## src/rtl/vermibus_arbiter.sv

```systemverilog
// Round-robin arbiter forwarding one of N_REQ requesters onto a single responder bus,
// with an optional responder wait limit that completes a stalled transfer with all-ones data.
module vermibus_arbiter #(
    parameter int N_REQ          = 2,
    parameter int ADDR_WIDTH     = 32,
    parameter int DATA_WIDTH     = 32,
    parameter int TIMEOUT_CYCLES = 255
) (
    input  logic                                   clk,
    input  logic                                   reset,
    input  logic [N_REQ-1:0]                       m_valid,
    input  logic [N_REQ*ADDR_WIDTH-1:0]            m_address,
    input  logic [N_REQ*(DATA_WIDTH/8)-1:0]        m_wstrobe,
    input  logic [N_REQ*DATA_WIDTH-1:0]            m_wdata,
    output logic [N_REQ-1:0]                       m_ready,
    output logic [DATA_WIDTH-1:0]                  m_rdata,
    output logic [N_REQ-1:0]                       m_irq,
    output logic                                   s_valid,
    output logic [ADDR_WIDTH-1:0]                  s_address,
    output logic [DATA_WIDTH/8-1:0]                s_wstrobe,
    output logic [DATA_WIDTH-1:0]                  s_wdata,
    input  logic                                   s_ready,
    input  logic [DATA_WIDTH-1:0]                  s_rdata,
    input  logic                                   s_irq,
    output logic                                   busy,
    output logic [((N_REQ > 1) ? $clog2(N_REQ) : 1)-1:0] grant,
    output logic                                   timeout_err
);

    localparam int SW = DATA_WIDTH / 8;
    localparam int GW = (N_REQ > 1) ? $clog2(N_REQ) : 1;
    localparam int CW = (TIMEOUT_CYCLES > 0) ? $clog2(TIMEOUT_CYCLES + 1) : 1;
    localparam logic TIMEOUT_EN = (TIMEOUT_CYCLES > 0);

    typedef enum logic {IDLE, BUSY} state_t;

    state_t          state_reg;
    logic [GW-1:0]   grant_reg;
    logic [CW-1:0]   cnt_reg;

    logic [ADDR_WIDTH-1:0] addr_arr  [N_REQ];
    logic [SW-1:0]         strb_arr  [N_REQ];
    logic [DATA_WIDTH-1:0] wdata_arr [N_REQ];

    generate
        for (genvar gi = 0; gi < N_REQ; gi++) begin : g_slice
            assign addr_arr[gi]  = m_address[gi*ADDR_WIDTH +: ADDR_WIDTH];
            assign strb_arr[gi]  = m_wstrobe[gi*SW +: SW];
            assign wdata_arr[gi] = m_wdata[gi*DATA_WIDTH +: DATA_WIDTH];
        end
    endgenerate

    logic          active;
    logic          gvalid;
    logic          timeout_hit;
    logic          pick_found;
    logic [GW-1:0] pick_idx;
    logic [GW:0]   sum;

    // Outputs are gated by reset so nothing leaks out while reset is held low.
    assign active      = (state_reg == BUSY) && reset;
    assign gvalid      = m_valid[grant_reg];
    assign timeout_hit = TIMEOUT_EN && active && gvalid && !s_ready
                         && (cnt_reg == CW'(TIMEOUT_CYCLES - 1));

    // Walk from farthest to nearest so the nearest valid requester after grant wins.
    always_comb begin
        pick_found = 1'b0;
        pick_idx   = '0;
        sum        = '0;
        for (int k = N_REQ; k >= 1; k--) begin
            sum = {1'b0, grant_reg} + (GW+1)'(k);
            if (sum >= (GW+1)'(N_REQ)) begin
                sum = sum - (GW+1)'(N_REQ);
            end
            if (m_valid[sum[GW-1:0]]) begin
                pick_found = 1'b1;
                pick_idx   = sum[GW-1:0];
            end
        end
    end

    always_comb begin
        m_ready = '0;
        if (active && gvalid && (s_ready || timeout_hit)) begin
            m_ready[grant_reg] = 1'b1;
        end
    end

    assign s_valid     = active && gvalid && !timeout_hit;
    assign s_address   = addr_arr[grant_reg];
    assign s_wstrobe   = strb_arr[grant_reg];
    assign s_wdata     = wdata_arr[grant_reg];
    assign m_rdata     = timeout_hit ? '1 : s_rdata;
    assign timeout_err = timeout_hit;
    assign m_irq       = {N_REQ{s_irq}};
    assign busy        = (state_reg == BUSY);
    assign grant       = grant_reg;

    always_ff @(posedge clk) begin
        if (!reset) begin
            state_reg <= IDLE;
            grant_reg <= GW'(N_REQ - 1);
            cnt_reg   <= '0;
        end else begin
            case (state_reg)
                IDLE: begin
                    cnt_reg <= '0;
                    if (pick_found) begin
                        grant_reg <= pick_idx;
                        state_reg <= BUSY;
                    end
                end
                BUSY: begin
                    if (!gvalid || s_ready || timeout_hit) begin
                        state_reg <= IDLE;
                    end else begin
                        cnt_reg <= cnt_reg + CW'(1);
                    end
                end
                default: state_reg <= IDLE;
            endcase
        end
    end

endmodule

```

## config.mk

```make
export PLATFORM = sky130hd
export DESIGN_NAME = vermibus_arbiter
export DESIGN_NICKNAME = d
export VERILOG_FILES = /design/src/rtl/vermibus_arbiter.sv
export SDC_FILE = /design/constraint.sdc
export NUM_CORES = 1
export LEC_CHECK = 0
export BUFFER_PORTS_ARGS = -buffer_cell sky130_fd_sc_hd__buf_2
export CAP_MARGIN = 30
export CORE_AREA = 2 2 108 110
export CTS_BUF_LIST = sky130_fd_sc_hd__clkbuf_16
export CTS_CLUSTER_SIZE = 12
export DETAILED_ROUTE_END_ITERATION = 12
export DIE_AREA = 0 0 110 112
export PLACE_DENSITY = 0.46
export SLEW_MARGIN = 20
export SYNTH_ARGS = -nofsm -noshare
export SYNTH_HDL_FRONTEND = slang
export SYNTH_SLANG_ARGS = --single-unit
```

## constraint.sdc

```tcl
create_clock -name clk -period 3.8 [get_ports clk]
set_clock_uncertainty 0.1 [all_clocks]
set_input_delay 0.38 -clock clk [delete_from_list [all_inputs] [get_ports clk]]
set_output_delay 0.38 -clock clk [all_outputs]
set_load 0.01 [all_outputs]
```

# After elaboration in Yosys (flattened, before gate mapping)
# Cells that the tools add are included.
# Widths: inputs -> output; s select.
# classes
n_reduce_logical,14
n_eq_ne,2
magnitude_cmp,7
bitwise_logic,2
add_sub_neg,5
mux,30
# op_table
operator,n
$mux 32,7
$pmux 8 s2,1
$mux 1,15
$mux 4,3
$add 8x1->8 const B,1
$eq 8x8->1 const B,1
$mux 8,1
$logic_and 1x1->1,7
$ge 2x2->1 const B,3
$lt 1x2->1 const B,3
$logic_not 1->1,3
$logic_or 1x1->1,3
$add 1x1->2 const B,1
$add 1x2->2 const B,1
$mux 2,1
$ne 2x2->1 const B,1
$not 1->2,1
$pmux 1 s2,1
$reduce_and 2->1,1
$sub 1x1->1 const B,2
$demux 1 s1,1
$ge 1x1->1 const B,1
$not 1->1,1
# word_totals
out_inout_bits,108
reg_bits,10
wordCells,63

# Longest topological paths before layout
# logic_depth
word_depth,9
ltp_mapped,8
ltp_nobuf,7

# Worst setup path before layout
# Ideal clock, no wire load.
# synth_timing
kind,flip-flop to output port
startpoint,register cnt_reg[0]
endpoint,output port m_ready[0]
stages_incl_launch_ff,7
slack_ns,1.878
path_buffers,0
arrival_time_ns,1.442
required_time_ns,3.320
cell_sequence,dfxtp_1 -> inv_1 -> ha_1 -> nand3b_1 -> nor4_2 -> nor2_1 -> nor4b_1
# synth_via
elab_chain_len,5
# synth_rtl
item,line_no,text
"start, declared",39,logic [CW-1:0] cnt_reg;
"start signal, assigned",118,cnt_reg <= cnt_reg + CW'(1);
$eq 8x8->1,64,&& (cnt_reg == CW'(TIMEOUT_CYCLES - 1));
$logic_and 1x1->1,64,
$logic_or 1x1->1,85,if (active && gvalid && (s_ready || timeout_hit)) begin
$logic_and 1x1->1,85,
$mux 2,85,
"end, declared",15,"output logic [N_REQ-1:0] m_ready,"
# No other way between the ends.

# Final worst setup path
# layout_timing
startpoint,register grant_reg (netlist: grant)
endpoint,output port s_address[10]
# layout_via
elab_chain_len,4
# layout_rtl
item,line_no,text
"start, declared",38,logic [GW-1:0] grant_reg;
"start signal, assigned",103,grant_reg <= GW'(N_REQ - 1);
"start signal, assigned",110,grant_reg <= pick_idx;
$not 1->2 (implied by the code),91,assign s_address = addr_arr[grant_reg];
$mux 32 (implied by the code) (3 in series),91,
"end, declared",19,"output logic [ADDR_WIDTH-1:0] s_address,"
# No other way between the ends. The select of a mux whose other input is x is not followed.

==> impl_results.md <==
* Top cells by area, synth: sky130_fd_sc_hd__mux2_2, sky130_fd_sc_hd__nand2b_1, sky130_fd_sc_hd__dfxtp_1
* Number of warnings issued by yosys at 0
* Startpoint of the most critical setup path: grant
* Total global routing overflow at 0
* Gp weighted congestion at roughly 0.80
* CP startpoint kind: register
* Class of the tightest hold or removal check: primary input to register
* Core Region at 11200 µm²
* Via count of the routed design at 2428
* Max Clk Rate at 0.426 GHz
* Layout overhead on the synthesized area at 98.9%
* Routed len/inst at 12.6 µm
* Overall die area at ~12000 µm²
* Quantity of I/O buffers inserted on ports at between 200 and 300
* Total detailed-routing wirelength at approximately 7500 µm
* Post-route clock period utilization at between 60 and 70%
* Effective utilization at floorplan at 14.5%
* DRC Markers at 0
* Startpoint of the most critical register-to-register path: grant
* Status: finished clean
* Normalized max-slew margin at 41.6%
* Maximum buffer depth of the clock tree at 2
* Largest net degree at the start of global routing at 75
* Root Buffer: sky130_fd_sc_hd__clkbuf_16
* Max Fanout on Critical Path at 74
* Area leader, netlist: sky130_fd_sc_hd__mux2_2
* Antenna violations before repair at 0
* DPL Wire Length at around 6600 µm
* Arrival time worst endpoint at 1.87 ns
* Vias in the first global route at 2226
* Maxcap violations at 0
* Die height at 112 µm
* Wire length of the first global-routing pass at 10700 µm
* Minimum period implied by the final worst setup slack at between 2 and 2.5 ns
* Area share of the leading cell type in the synthesized netlist at 47.2%
* RSZ-0062 raised after global routing: no
* Final hold slack at 0.249 ns
* Endpoint of the most critical setup path: s_address[10]
* Post-Syn Nets at 359
* Reported leakage power at about 0.0018 µW
* DRT Pass-1 Iters at 4
* CTS sink count at 10
* Number of antenna diodes at 0
* Initial DRC Count at 60
* Post-CTS Repair Setup Buffers at 0
* Total of flip-flops plus latches after synthesis at 10
* Endpoint type of the worst setup path: primary output
* Quantity of gates resized following cts at 0
* Worst supply voltage drop on vdd at 0.135 mV
* Mapped Avg Cell Area at ~8.9 µm²
* Fraction of final layout cells with drive strength greater than 1 at between 70% and 80%
* Total power divided by cell area at between 200 and 250 nW/µm²
* Worst-margin pin slew at 0.876 ns
* Count of hold-fix buffers inserted at cts at 0
* Pins Over Slew Limit at 0
* Standard-cell rows at 39
* CTS H-Tree Depth at 1
* Post-synth cell types at 33
* Count of non-filler cells in the finished layout at 596
* Vias/cell at just over 4
* Total instance count after detailed placement at between 500 and 600
* Crit path required time at 3.32 ns
* Netlist area before placement at 1620 µm²
* FILL cells at between 1000 and 1500
* Later-pin clock latency in the skew report at 0.24 ns
* Horiz. Die Dim at 110 µm
* TritonCTS clock tree: yes
* Num CTS Buffers at 3
* Remaining number of nets flagged by the antenna check after routing at 0
* Clock slew seen by the registers of the worst setup and hold paths at 0.04 ns
* Count of mapped cells out of synthesis at 183
* Capture instance of the worst register-to-register path: cnt_reg[1]
* Number of flip-flops in the largest register at 8
* # setup viols final at 0
* WS Path Type: register to primary output
* Seq/Total Area, Yosys at around an eighth
* All-layer global routing usage at 11.0%
* # IOs at 282
* Nets@finish at 630
* Minimum setup slack among reg-to-reg paths at 1.77 ns
* Path depth of the worst reg2reg path at 5
* Hold violation count in the final report at 0
* TNS Setup at 0 ns
-- cells in the mapped netlist --
cell type and number:
sky130_fd_sc_hd__nor3b_1 1, sky130_fd_sc_hd__dfxtp_1 10, sky130_fd_sc_hd__o311ai_0 1, sky130_fd_sc_hd__mux2_4 1
sky130_fd_sc_hd__nor4b_1 1, sky130_fd_sc_hd__and4_1 1, sky130_fd_sc_hd__nor3_1 2, sky130_fd_sc_hd__nand4_1 1
sky130_fd_sc_hd__nand3_1 4, sky130_fd_sc_hd__nand3b_1 1, sky130_fd_sc_hd__a31o_2 2, sky130_fd_sc_hd__a21oi_1 7
sky130_fd_sc_hd__nand2b_1 34, sky130_fd_sc_hd__or3_1 2, sky130_fd_sc_hd__and4b_1 1, sky130_fd_sc_hd__nor2_1 5
sky130_fd_sc_hd__nand2_1 5, sky130_fd_sc_hd__o21ai_0 3, sky130_fd_sc_hd__nand4_2 1, sky130_fd_sc_hd__inv_1 5
sky130_fd_sc_hd__mux2i_1 2, sky130_fd_sc_hd__buf_2 10, sky130_fd_sc_hd__and2_1 1, sky130_fd_sc_hd__ha_1 2
sky130_fd_sc_hd__buf_4 4, sky130_fd_sc_hd__or4_1 1, sky130_fd_sc_hd__mux2_2 68, sky130_fd_sc_hd__nor4_2 1
sky130_fd_sc_hd__o41ai_1 1, sky130_fd_sc_hd__inv_2 1, sky130_fd_sc_hd__a31oi_1 1, sky130_fd_sc_hd__a21o_1 1
sky130_fd_sc_hd__o31ai_1 2
-- worst max-delay path: stages (launching register included) --
cell,delay [ns]
sky130_fd_sc_hd__dfxtp_2,0.33
sky130_fd_sc_hd__buf_4,0.65
sky130_fd_sc_hd__mux2_2,0.44
sky130_fd_sc_hd__buf_2,0.15
-- layer usage --
metal / vias to the layer above / share of wire (%) / routed length (µm) / track usage [%]
met5: - / 0 / 0 / 0
met4: 0 / 1.0 / 78 / 3.04
met3: 7 / 10 / 754 / 1.05
met2: 166 / 54 / 4040 / 21.2
met1: 1058 / 35 / 2660 / 12.3
li1: 1197 / - / - / -
-- stage by stage --
stage	utilization (%)	instance area, µm²	setup WS [ns]	total power (µW)
6_report	28.9	3230	1.45	669
3_5_place_dp	27.9	3120	1.33	485
5_1_grt	28.9	3230	1.30	713
2_1_floorplan	-	1620	1.88	301
3_3_place_gp	27.9	3120	1.43	483
4_1_cts	28.6	3200	1.07	680
-- cell families (layout without fill, tap and decap cells) --
logic type | Yosys count | count (layout) | share of synthesized area, %
simple gates | 62 | 62 | 23.4
compound gates | 18 | 18 | 7.02
fa+ha+maj | 2 | 2 | 1.54
flops | 10 | 10 | 12.3
buf+inv | 20 | 290 | 6.32
mux | 71 | 71 | 49.3
-- worst min-delay path by stage --
stage	cells after the start	slack (ns)	endpoint	start
floorplan	1	0.34	grant	reset
global placement	2	0.37	cnt_reg[4]	cnt_reg[4]
detailed placement	2	0.39	cnt_reg[3]	cnt_reg[3]
CTS	2	0.24	grant	reset
global route	2	0.25	grant	reset
finish	2	0.25	grant	reset
-- cells in the final DEF (no fill, tap or decap), types with 4 or more instances in the layout --
| master | netlist | layout |
|---|---|---|
| sky130_fd_sc_hd__mux2_2 | 68 | 68 |
| sky130_fd_sc_hd__nor2_1 | 5 | 5 |
| sky130_fd_sc_hd__nand2b_1 | 34 | 34 |
| sky130_fd_sc_hd__a21oi_1 | 7 | 7 |
| sky130_fd_sc_hd__inv_1 | 5 | 5 |
| sky130_fd_sc_hd__buf_2 | 10 | 278 |
| sky130_fd_sc_hd__nand2_1 | 5 | 5 |
| sky130_fd_sc_hd__nand3_1 | 4 | 4 |
| sky130_fd_sc_hd__dfxtp_1 | 10 | 9 |
-- power by group --
| part | total, µW | switching (µW) | internal (µW) |
|---|---|---|---|
| clock | 189 | 51.3 | 138 |
| combinational | 369 | 164 | 205 |
| sequential | 111 | 2.52 | 108 |
-- cell type report --
cell class | instances | area, µm² | share of cell area (%)
Timing Repair Buffer | 280 | 1430 | 44.2
Multi-Input combinational cell | 153 | 1320 | 40.9
Sequential cell | 10 | 201 | 6.24
Tap cell | 143 | 179 | 5.54
Clock buffer | 3 | 75.1 | 2.33
Inverter | 6 | 22.5 | 0.698
Clock inverter | 1 | 3.75 | 0.116
Power figures use the tool's default switching activity.
